### src/rtl/data_mem_ctrl.sv
`default_nettype none
// +--------------------------------------------------------------------------+
// | Module   : data_mem_ctrl                                                 |
// | Purpose  : Sequencer between the CPU load/store stage and a word-wide    |
// |            data RAM. Handles one request at a time. Sub-word loads are   |
// |            sign- or zero-extended. Byte and halfword stores use a        |
// |            read-modify-write. Misaligned or illegal accesses are flagged |
// |            without touching memory.                                      |
// | Ports    : clk, rst           clock, synchronous active-high reset       |
// |            req_*              request handshake and payload             |
// |            rsp_*              response handshake and payload            |
// |            ram_de/we/a/wd/rd  word RAM pins (ram_rd valid same cycle)    |
// |            busy               controller not idle                        |
// |            stat_*             saturating counters                        |
// | Options  : DATA_MEM_CTRL_STATS_EN enables the statistics counters.       |
// |            When it is undefined the stat ports are tied to zero.         |
// | Revision : 1.0  initial release                                          |
// +--------------------------------------------------------------------------+
module data_mem_ctrl #(
  parameter int DATA_WIDTH = 32,
  parameter int ADDR_WIDTH = 32,
  parameter int STAT_WIDTH = 16
) (
  input  logic                  clk,
  input  logic                  rst,
  input  logic                  req_valid,
  output logic                  req_ready,
  input  logic                  req_store,
  input  logic [2:0]            req_funct3,
  input  logic [ADDR_WIDTH-1:0] req_addr,
  input  logic [DATA_WIDTH-1:0] req_wdata,
  output logic                  rsp_valid,
  input  logic                  rsp_ready,
  output logic [DATA_WIDTH-1:0] rsp_rdata,
  output logic                  rsp_err,
  output logic                  ram_de,
  output logic                  ram_we,
  output logic [ADDR_WIDTH-1:0] ram_a,
  output logic [DATA_WIDTH-1:0] ram_wd,
  input  logic [DATA_WIDTH-1:0] ram_rd,
  output logic                  busy,
  output logic [STAT_WIDTH-1:0] stat_loads,
  output logic [STAT_WIDTH-1:0] stat_stores,
  output logic [STAT_WIDTH-1:0] stat_errs
);

  localparam logic [2:0] F3_B  = 3'b000;
  localparam logic [2:0] F3_H  = 3'b001;
  localparam logic [2:0] F3_W  = 3'b010;
  localparam logic [2:0] F3_BU = 3'b100;
  localparam logic [2:0] F3_HU = 3'b101;

  typedef enum logic [2:0] {
    IDLE   = 3'd0,
    LOAD   = 3'd1,
    RMW_RD = 3'd2,
    WRITE  = 3'd3,
    RESP   = 3'd4
  } state_t;

  state_t                state, state_nx;
  logic [ADDR_WIDTH-1:0] addr_q;
  logic                  store_q;
  logic [2:0]            funct3_q;
  logic [DATA_WIDTH-1:0] wdata_q;
  logic [DATA_WIDTH-1:0] merged_q;
  logic [DATA_WIDTH-1:0] rdata_q;
  logic                  err_q;

  logic                  accept;
  logic                  req_bad;
  logic [7:0]            ld_byte;
  logic [15:0]           ld_half;
  logic [DATA_WIDTH-1:0] ld_ext;
  logic [DATA_WIDTH-1:0] merged;

  assign accept = req_valid && req_ready;

  // Alignment and funct3 legality, evaluated on the live request so the
  // decision is made in the acceptance cycle. Unsigned widths are load-only.
  always_comb begin
    req_bad = 1'b0;
    case (req_funct3)
      F3_B:    req_bad = 1'b0;
      F3_H:    req_bad = req_addr[0];
      F3_W:    req_bad = |req_addr[1:0];
      F3_BU:   req_bad = req_store;
      F3_HU:   req_bad = req_store | req_addr[0];
      default: req_bad = 1'b1;
    endcase
  end

  always_comb begin
    state_nx = state;
    case (state)
      IDLE: begin
        if (accept) begin
          if (req_bad)               state_nx = RESP;
          else if (!req_store)       state_nx = LOAD;
          else if (req_funct3 == F3_W) state_nx = WRITE;
          else                       state_nx = RMW_RD;
        end
      end
      LOAD:    state_nx = RESP;
      RMW_RD:  state_nx = WRITE;
      WRITE:   state_nx = RESP;
      RESP:    if (rsp_ready) state_nx = IDLE;
      default: state_nx = IDLE;
    endcase
  end

  // Lane selection and extension of the RAM read word for loads.
  always_comb begin
    ld_byte = ram_rd[8*addr_q[1:0] +: 8];
    ld_half = ram_rd[16*addr_q[1] +: 16];
    case (funct3_q)
      F3_B:    ld_ext = {{(DATA_WIDTH-8){ld_byte[7]}}, ld_byte};
      F3_BU:   ld_ext = {{(DATA_WIDTH-8){1'b0}}, ld_byte};
      F3_H:    ld_ext = {{(DATA_WIDTH-16){ld_half[15]}}, ld_half};
      F3_HU:   ld_ext = {{(DATA_WIDTH-16){1'b0}}, ld_half};
      default: ld_ext = ram_rd;
    endcase
  end

  // Read-modify-write merge: replace only the target lane of the old word.
  always_comb begin
    merged = ram_rd;
    if (funct3_q == F3_B) merged[8*addr_q[1:0] +: 8]  = wdata_q[7:0];
    else                  merged[16*addr_q[1] +: 16]  = wdata_q[15:0];
  end

  always_ff @(posedge clk) begin
    if (rst) begin
      state    <= IDLE;
      addr_q   <= '0;
      store_q  <= 1'b0;
      funct3_q <= 3'b000;
      wdata_q  <= '0;
      merged_q <= '0;
      rdata_q  <= '0;
      err_q    <= 1'b0;
    end else begin
      state <= state_nx;
      case (state)
        IDLE: begin
          if (accept) begin
            addr_q   <= req_addr;
            store_q  <= req_store;
            funct3_q <= req_funct3;
            wdata_q  <= req_wdata;
            rdata_q  <= '0;
            err_q    <= req_bad;
          end
        end
        LOAD:   rdata_q  <= ld_ext;
        RMW_RD: merged_q <= merged;
        WRITE: begin
          rdata_q <= '0;
          err_q   <= 1'b0;
        end
        default: ;
      endcase
    end
  end

  assign req_ready = (state == IDLE);
  assign busy      = (state != IDLE);
  assign rsp_valid = (state == RESP);
  assign rsp_rdata = rdata_q;
  assign rsp_err   = err_q;

  // RAM pins are forced to zero outside the memory-access states; the write
  // strobe is also gated by rst so an abort during WRITE never commits.
  assign ram_de = (state == LOAD) || (state == RMW_RD) || (state == WRITE);
  assign ram_we = (state == WRITE) && !rst;
  assign ram_a  = ram_de ? {addr_q[ADDR_WIDTH-1:2], 2'b00} : '0;
  assign ram_wd = (state == WRITE) ? ((funct3_q == F3_W) ? wdata_q : merged_q) : '0;

`ifdef DATA_MEM_CTRL_STATS_EN
  logic [STAT_WIDTH-1:0] cnt_loads, cnt_stores, cnt_errs;

  always_ff @(posedge clk) begin
    if (rst) begin
      cnt_loads  <= '0;
      cnt_stores <= '0;
      cnt_errs   <= '0;
    end else begin
      if (state == LOAD && cnt_loads != '1)
        cnt_loads <= cnt_loads + STAT_WIDTH'(1);
      if (state == WRITE && store_q && cnt_stores != '1)
        cnt_stores <= cnt_stores + STAT_WIDTH'(1);
      if (accept && req_bad && cnt_errs != '1)
        cnt_errs <= cnt_errs + STAT_WIDTH'(1);
    end
  end

  assign stat_loads  = cnt_loads;
  assign stat_stores = cnt_stores;
  assign stat_errs   = cnt_errs;
`else
  assign stat_loads  = '0;
  assign stat_stores = '0;
  assign stat_errs   = '0;
`endif

endmodule
`default_nettype wire

### config.mk
export PLATFORM = sky130hd
export DESIGN_NAME = data_mem_ctrl
export DESIGN_NICKNAME = d
export VERILOG_FILES = /design/src/rtl/data_mem_ctrl.sv
export SDC_FILE = /design/constraint.sdc
export NUM_CORES = 1
export LEC_CHECK = 0
export BUFFER_PORTS_ARGS = -buffer_cell sky130_fd_sc_hd__buf_4
export CAP_MARGIN = 10
export CORE_ASPECT_RATIO = 1.1
export CORE_UTILIZATION = 51
export CTS_BUF_LIST = sky130_fd_sc_hd__clkbuf_4 sky130_fd_sc_hd__clkbuf_8
export DETAILED_ROUTE_END_ITERATION = 8
export PLACE_DENSITY = 0.81
export SLEW_MARGIN = 5
export SYNTH_ARGS = -nofsm -noshare
export SYNTH_HDL_FRONTEND = slang
export SYNTH_SLANG_ARGS = --single-unit
### constraint.sdc
create_clock -name clk -period 2.8 [get_ports clk]
set_input_delay 0.42 -clock clk [delete_from_list [all_inputs] [get_ports clk]]
set_output_delay 0.42 -clock clk [all_outputs]
set_load 0.03 [all_outputs]
; ---- Word-level counts from Yosys, hierarchy flattened
; Cells that the tools add are included.
; W data, S select, Z words.
[word_totals]
regBits = 135
latchBits = 0
mem_bits_rw = 0
rom_bits = 0
inputBits = 104
output_inout_bits = 150
memories = 0
[op_classes]
addsub = 2
mul = 0
div = 0
order_cmp = 0
n_eq_ne = 14
shifts = 6
n_mux = 18
bitwise_logic = 1
reduce_logical = 17
[ops]
columns = op, n
row1 = $mux W32, 5
row2 = $pmux W32 S4, 1
row3 = $pmux W32 S3, 1
row4 = $neg A5 Y34, 2
row5 = $bwmux W32, 2
row6 = $shift A16 B34 Y32 const A, 1
row7 = $shift A8 B34 Y32 const A, 1
row8 = $shiftx A16 B34 Y32, 1
row9 = $shiftx A8 B34 Y32, 1
row10 = $shiftx A32 B6 Y16, 1
row11 = $shiftx A32 B6 Y8, 1
row12 = $eq A3 B3 Y1 const B, 5
row13 = $eq A3 B2 Y1 const B, 4
row14 = $pmux W3 S4, 1
row15 = $eq A3 B1 Y1 const B, 3
row16 = $logic_not A3 Y1, 3
row17 = $mux W3, 3
row18 = $reduce_and A2 Y1, 4
row19 = $reduce_bool A3 Y1, 2
row20 = $pmux W1 S5, 1
row21 = $ne A2 B1 Y1 const B, 2
row22 = $reduce_or A2 Y1, 2
row23 = $logic_and A1 B1 Y1, 2
row24 = $logic_or A1 B1 Y1, 2
row25 = other kinds (6), 7

; ---- Longest topological paths before layout
; Gate-level depths: netlist of the first run.
[logic_depth]
word_depth = 6
depth_mapped = 8
depth_no_buf = 6

; ---- Worst setup path before layout of the first run
; No wires, ideal clock.
[synth_path]
path_kind = register to register
from = register addr_q[1]
to = register merged_q[3]
arrival_ps = 2175
setup_slack_ps = 547
stages_incl_launch_ff = 8
path_buffers = 1
period_less_slack_ps = 2253
cell_sequence = dfxtp_1 > buf_2 > clkinv_1 > ha_1 > or4bb_1 > mux2i_2 > a221oi_1 > nor3_1
[synth_between]
elab_chain_cells = 4
[synth_rtl]
columns = element, line
row1 = start: declaration, 62  ; logic [ADDR_WIDTH-1:0] addr_q;
row2 = start signal: assignment, 147  ; addr_q <= req_addr;
row3 = $neg A5 Y34 (on tied branches), "129, 128"
row4 = $shiftx A16 B34 Y32 (tied with other cells), 129  ; else merged[16*addr_q[1] +: 16] = wdata_q[15:0];
row5 = $bwmux W32 (on tied branches), "129, 128"
row6 = $mux W32 (*), 128  ; if (funct3_q == F3_B) merged[8*addr_q[1:0] +: 8] = wdata_q[7:0];
row7 = end signal: assignment, 156  ; RMW_RD: merged_q <= merged;
row8 = end: declaration, 66  ; logic [DATA_WIDTH-1:0] merged_q;
; Every way passes the cells marked *; elsewhere a longest branch is shown, timed or not.
; A chain may end at the register's enable or synchronous reset.

; ---- Worst setup path in the final report of the first run
[layout_path]
from = register funct3_q[1]
to = output port ram_wd[10]
[layout_between]
elab_chain_cells = 3
[layout_rtl]
columns = element, line
row1 = start: declaration, 64  ; logic [2:0] funct3_q;
row2 = start signal: assignment, 149  ; funct3_q <= req_funct3;
row3 = $eq A3 B2 Y1, 177  ; assign ram_wd = (state == WRITE) ? ((funct3_q == F3_W) ? wdata_q : merged_q) : '0;
row4 = $mux W32 (2 in series), 177
row5 = end: declaration, 39  ; output logic [DATA_WIDTH-1:0] ram_wd,
; Every way passes these cells.

==> flow_metrics.py, run 1 <==
metrics = {
    "worst_setup_path": {
        "slowest_stage": "dfxtp_1",
        "worstPathRequired_ns": 2.38,
        "cpMostUsedCell": "buf_4",
        "rr_worst_depth": 6,
        "rrSetupSlack_ns": 0.40,
        "startpoint_type": "flip-flop",
        "crit_fanout": 24,
        "critical_path_class": "reg2out",
        "cp.arrival_ns": 2.16,
        "cp-end-kind": "output port",
        "timing.rr.start": "addr_q[1]",
        "worstPathCellList": "clkinv_1 > nor3_2 > buf_4 > nand2_1 > a21oi_1 > buf_4",
        "r2r_end": "merged_q[3]",
        "cpPeakStageDelay_ns": 0.35,
        "timing.critical_path.from": "funct3_q[1]",
    },
    "global_routing": {
        "grt_max_degree": 64,
        "grt.busiest_layer": "met2",
        "grt_overflow_total": 0,
        "first_global_vias": 6189,
        "grt.met3_usage_pct": 9.49,
        "antenna_found_initial": 0,
        "grt_use_met2_pct": 46.8,
        "grt_use_total_pct": 29.1,
        "grt_pass1_wl_um": 31300,
        "met1_usage_pct": 35.6,
    },
    "placed_design": {
        "dp_hpwl_um": 14300,
        "gp_congestion": 0.937,
        "dpl.cell_count": 1192,
        "io_buffers": 203,
    },
    "logic_synthesis": {
        "yosysWarnings": 0,
        "synth_edf_count": 0,
        "ys_seq_elements": 135,
        "ys_types": 44,
        "synthArstFlopShare_pct": 0,
        "synthFlopType": "dfxtp_1",
        "syn_area_um2": 6870,
        "ys_seq_area_share_pct": 39.4,
        "netlist_instances": 875,
        "avgSynthCellArea_um2": 7.85,
    },
    "final_layout": {
        "diodes": 0,
        "area_growth_syn_to_layout_pct": 26.9,
        "stdcell_count": 1224,
        "layout-drive-gt1-share_pct": 25.8,
        "nets": 1159,
    },
    "power": {
        "internal_power_mw": 3.15,
        "switchingPower_mw": 1.46,
        "p_per_area_nw_per_um2": 529,
        "power_leakage_nw": 3.64,
        "pwr-share-clk_pct": 34.0,
        "combPwrFrac_pct": 20.3,
        "finalPower_mw": 4.61,
        "power.share.switching_pct": 31.6,
        "pwr-share-seq_pct": 45.7,
        "peakVddDrop_v": 0.000313,
    },
    "routing": {
        "drc": 0,
        "via_per_inst": 5.57,
        "finalWirelength_um": 20000,
        "drt_iter0_drc": 538,
        "antenna_left": 0,
        "post_drt_wl_per_cell_um": 16.3,
        "vias": 6815,
        "first_pass_iters": 6,
    },
    "sta": {
        "setup_viol": 0,
        "hold_viol": 0,
        "skew_ns": 0.0111,
        "min_period_ns": 2.58,
        "max_slew_margin_pct": 51.8,
        "fin_setup_tns_ns": 0,
        "max_freq_mhz": 388,
        "grt_setup_unrepaired": "false",
        "slew_violations": 0,
        "tightest_slew_ns": 0.702,
        "final.period_utilization_pct": 92.1,
    },
    "clock_tree": {
        "numCtsBuffers": 17,
        "cts_root_buf": "clkbuf_8",
        "cts_buffer_depth": 2,
        "clk_pin_slew_worst_paths_ns": 0.08,
        "htreeDepth": 4,
        "cts.sinks": 135,
        "cts_setup_buffers": 0,
        "holdBufCountCts": 0,
        "tritoncts": "yes",
        "clk_latency_ns": 0.47,
    },
    "run_status": {
        "status": "finished clean",
    },
    "floorplan": {
        "die_y_um": 124,
        "pin_count": 254,
        "core_area_um2": 13200,
        "die_area_um2": 13900,
        "start_util_pct": 52.2,
        "die_width_um": 113,
        "rows": 44,
    },
    "worst_hold_path": {
        "holdPathStages": 3,
        "hold_path.startpoint": "req_addr[26]",
        "holdPathEnd": "addr_q[26]",
        "hold_class": "in2reg",
    },
    "run": {
        "cap_violations": 0,
    },
}
-- flip-flops by register name, summed over array words and instances (netlist names) --
register	count
addr_q	32
funct3_q	3
merged_q	32
rsp_err	1
rsp_rdata	32
state	3
wdata_q	32
-- cell usage after synthesis (2+ instances only) --
cell       count  share of area (%)
nand2_1      221                 12
dfxtp_1      135                 39
a21oi_1      129                9.4
clkbuf_1      54                3.0
buf_4         51                5.6
and2_1        36                3.3
a221oi_1      33                4.2
nor2_1        32                1.7
nor3_1        22                1.6
mux2i_1       20                2.9
a221o_1       17                2.5
a211o_1       16                2.0
o21ai_0       14                1.0
buf_2          9               0.66
a21o_1         8               0.87
nand2b_1       8               0.73
inv_1          7               0.38
o2bb2ai_1      7               0.89
ha_1           5               0.91
mux2_2         5               0.82
o31ai_1        5               0.55
a211oi_1       4               0.44
o21a_1         4               0.44
or3_1          4               0.36
a32o_1         3               0.44
buf_1          3               0.16
buf_6          2               0.33
clkinv_1       2               0.11
mux4_2         2               0.66
nand3_1        2               0.15
nor2b_1        2               0.18
-- worst max-delay path, delay by kind of cell (launching register included) --
kind,cells,cell delay (ns)
flops,1,0.35
simple gates,2,0.35
compound gates,1,0.22
buf+inv,3,0.77
-- final cells by class --
class	instances	area, µm²
Clock inverter	11	98.8
Fill cell	1148	4440
Multi-Input combinational cell	661	3670
Clock buffer	21	289
Sequential cell	135	2700
Inverter	9	33.8
Timing Repair Buffer	226	1720
Tap cell	161	201
-- stage by stage --
step / hold slack [ns] / area (µm²) / utilization (%) / setup slack [ns]
finish: 0.195 / 8710 / 66.2 / 0.222
global route: 0.170 / 8710 / 66.2 / 0.00447
CTS: 0.173 / 8710 / 66.2 / 0.170
detailed placement: 0.442 / 8320 / 63.3 / 0.443
global placement: 0.437 / 8320 / 63.3 / 0.558
floorplan: 0.432 / 7050 / - / 0.547
-- power groups by stage --
| stage | clock network, mW | registers (mW) | logic, mW |
|---|---|---|---|
| after floorplan | 0 | 2.14 | 0.658 |
| after global placement | 0 | 2.15 | 0.913 |
| after detailed placement | 0 | 2.15 | 0.925 |
| after CTS | 1.59 | 2.11 | 0.927 |
| after global routing | 1.68 | 2.12 | 1.02 |
| final | 1.57 | 2.11 | 0.934 |
-- cells in the final DEF (no fill, tap or decap), types with 2 or more instances in the layout --
cell type | synthesis | layout
o31ai_1 | 5 | 5
or3_1 | 4 | 3
nand2_1 | 221 | 220
a221o_1 | 17 | 17
nor3_2 | 0 | 2
o21a_1 | 4 | 4
o2bb2ai_1 | 7 | 7
mux4_2 | 2 | 2
nor2b_1 | 2 | 2
nand3_1 | 2 | 2
a211o_1 | 16 | 16
mux2i_1 | 20 | 20
clkbuf_8 | 0 | 21
nand2b_1 | 8 | 8
a32o_1 | 3 | 3
conb_1 | 1 | 50
nor3_1 | 22 | 20
and2_1 | 36 | 36
mux2_2 | 5 | 5
buf_12 | 0 | 2
clkinvlp_4 | 0 | 6
clkinv_1 | 2 | 2
nor2_1 | 32 | 31
buf_4 | 51 | 224
a221oi_1 | 33 | 33
inv_1 | 7 | 7
clkinv_2 | 0 | 3
ha_1 | 5 | 5
a21o_1 | 8 | 8
a211oi_1 | 4 | 4
dfxtp_1 | 135 | 135
a21oi_1 | 129 | 129
o21ai_0 | 14 | 14
-- how the worst max path moves through the flow --
stage / end / slack (ns) / cells past startpoint
finish: ram_wd[10] / 0.22 / 6
global route: ram_wd[7] / 0.004 / 6
CTS: ram_wd[8] / 0.17 / 6
detailed placement: merged_q[6] / 0.44 / 6
global placement: merged_q[6] / 0.56 / 6
floorplan: merged_q[3] / 0.55 / 7
-- logic make-up after synthesis --
logic type	share of synthesized area (%)
flops	39.4
compound gates	23.8
simple gates	21.2
other cells	0.0546
fa+ha+maj	0.911
buf+inv	10.2
mux	4.59
-- routing by layer --
layer,part of all wire [%],up-vias,wire [µm]
met1,41,3114,8120
li1,-,3295,-
met2,45,355,9040
met3,11,51,2200
met4,3.0,0,608
met5,0,-,0
-- repair_timing --
item / in CTS / in global routing
endpoints found under the setup margin: 1 / 0
endpoints found under the hold margin: 0 / 0
gates resized for setup: 1 / 0
Power figures use the tool's default switching activity.
==> run 2: changes to the inputs <==
--- a/config.mk
+++ b/config.mk
@@ -12,6 +12,7 @@
 export CTS_BUF_LIST = sky130_fd_sc_hd__clkbuf_4 sky130_fd_sc_hd__clkbuf_8
 export DETAILED_ROUTE_END_ITERATION = 8
 export PLACE_DENSITY = 0.81
+export RECOVER_POWER = 100
 export SLEW_MARGIN = 5
 export SYNTH_ARGS = -nofsm -noshare
 export SYNTH_HDL_FRONTEND = slang
==> run 2 against run 1 <==
Final cell count is the same. Critical path depth stayed put. Sequential share of layout area is 0.99 points higher. Register-to-register slack worse by 0.17 ns. First-iteration DRC count rose by 4.8%. Global-route usage did not move. Sequential power about the same.
==> flow_metrics.py, run 2 (same netlist as run 1, synthesis figures left out) <==
metrics = {
    "run_status": {
        "status": "finished clean",
    },
    "power": {
        "pwr-share-clk_pct": 34.2,
        "internal_power_mw": 3.13,
        "peakVddDrop_v": 0.000312,
        "finalPower_mw": 4.58,
        "power.share.switching_pct": 31.7,
        "pwr-share-seq_pct": 46.0,
        "p_per_area_nw_per_um2": 542,
        "combPwrFrac_pct": 19.8,
        "switchingPower_mw": 1.45,
        "power_leakage_nw": 3.40,
    },
    "global_routing": {
        "grt_pass1_wl_um": 31300,
        "first_global_vias": 6189,
        "grt_use_total_pct": 29.1,
        "grt_max_degree": 64,
        "antenna_found_initial": 0,
        "grt_overflow_total": 0,
    },
    "routing": {
        "via_per_inst": 5.55,
        "finalWirelength_um": 19900,
        "drc": 0,
        "first_pass_iters": 5,
        "vias": 6798,
        "antenna_left": 0,
        "post_drt_wl_per_cell_um": 16.3,
        "drt_iter0_drc": 564,
    },
    "placed_design": {
        "dp_hpwl_um": 14300,
        "gp_congestion": 0.937,
        "io_buffers": 203,
        "dpl.cell_count": 1192,
    },
    "worst_setup_path": {
        "worstPathCellList": "clkinv_1 > nor3_2 > clkbuf_4 > nand2_1 > a21oi_1 > buf_2",
        "cp.depth": 6,
        "cp.buffers_inverters": 3,
        "cp.arrival_ns": 2.23,
        "timing.critical_path.from": "funct3_q[1]",
        "timing.rr.start": "addr_q[1]",
        "rr_worst_depth": 7,
        "worstPathRequired_ns": 2.38,
        "crit_fanout": 24,
        "cpLargestDelayFamily": "buffers and inverters",
        "critical_path_class": "reg2out",
        "cpPeakStageDelay_ns": 0.35,
        "slowest_stage": "dfxtp_1",
        "startpoint_type": "flip-flop",
        "cp-end-kind": "output port",
    },
    "floorplan": {
        "pin_count": 254,
        "start_util_pct": 52.2,
        "die_area_um2": 13900,
        "rows": 44,
        "die_y_um": 124,
        "core_area_um2": 13200,
        "die_width_um": 113,
    },
    "worst_hold_path": {
        "hold_class": "in2reg",
        "hold_path.startpoint": "req_addr[26]",
        "holdPathStages": 3,
    },
    "clock_tree": {
        "cts_setup_buffers": 0,
        "clk_latency_ns": 0.46,
        "cts_buffer_depth": 2,
        "clk_pin_slew_worst_paths_ns": 0.08,
        "numCtsBuffers": 17,
        "cts.sinks": 135,
        "tritoncts": "yes",
        "htreeDepth": 4,
        "cts_root_buf": "clkbuf_8",
        "holdBufCountCts": 0,
        "ctsResizeCount": 1,
    },
    "final_layout": {
        "stdcell_count": 1224,
        "layout-drive-gt1-share_pct": 21.0,
        "area_growth_syn_to_layout_pct": 23.0,
        "final_util_pct": 64.2,
        "diodes": 0,
        "final_cell_mix": "nand2_1, buf_4, dfxtp_1",
        "final_common_cell": "nand2_1",
        "nets": 1159,
        "fillers": 1228,
    },
    "sta": {
        "skew_ns": 0.00937,
        "final.period_utilization_pct": 94.7,
        "setup_viol": 0,
        "grt_setup_unrepaired": "false",
        "max_freq_mhz": 377,
        "min_period_ns": 2.65,
        "hold_viol": 0,
        "max_slew_margin_pct": 35.8,
        "slew_violations": 0,
        "fin_setup_tns_ns": 0,
        "tightest_slew_ns": 0.963,
    },
    "run": {
        "cap_violations": 0,
    },
}
==> run 2: changes by cell type in the layout (fill, tap and decap cells not counted), moves of 4 or more <==
cell and change:
clkbuf_2 +22, clkbuf_1 +47, buf_2 +6, and2_1 -21
and2_0 +21, clkbuf_4 +4, buf_4 -78
==> run 2: worst paths after layout <==
kind	endpoint	slack, ns
min reg2reg	addr_q[14]	0.45
max reg2reg	merged_q[24]	0.23
max	ram_wd[8]	0.15
min	addr_q[26]	0.20
==> run 2: layout make-up <==
cell class / count / area (µm²) / area share (%)
flip-flops and latches: 135 / 2700 / 32.0
repair buffers: 226 / 1460 / 17.3
clock buffers: 21 / 289 / 3.42
well taps: 161 / 201 / 2.39
clock inverters: 11 / 98.8 / 1.17
inverters: 9 / 33.8 / 0.400
multi-input cells: 661 / 3660 / 43.3
==> run 2: metrics by stage <==
stage          cell area, µm²  hold slack (ns)  setup WS [ns]
3_5_place_dp             8320            0.442          0.443
5_1_grt                  8440            0.170        0.00563
2_1_floorplan            7050            0.432          0.547
4_1_cts                  8710            0.173          0.170
3_3_place_gp             8320            0.437          0.558
6_report                 8440            0.198          0.149
==> run 2: worst register-to-register path: stages (launching register included) <==
cell and delay (ns):
dfxtp_1 0.33, clkbuf_2 0.74, ha_1 0.31, nor4bb_1 0.31, clkbuf_2 0.26, a221oi_1 0.10
a211o_1 0.31, a21oi_1 0.13
==> run 2: per-layer routing <==
layer  global-route usage, %  up-vias  share of wire [%]
met5                       0        -                  0
met1                    35.6     3128                 41
met4                    12.8        0                2.7
li1                        -     3288                  -
met2                    46.8      338                 46
met3                    9.49       44                 10
==> run 2: power groups by stage <==
stage	clock (mW)	combinational, mW	sequential, mW
after floorplan	0	0.658	2.14
after global placement	0	0.913	2.15
after detailed placement	0	0.925	2.15
after CTS	1.59	0.927	2.11
after global routing	1.68	0.990	2.12
final	1.57	0.905	2.11
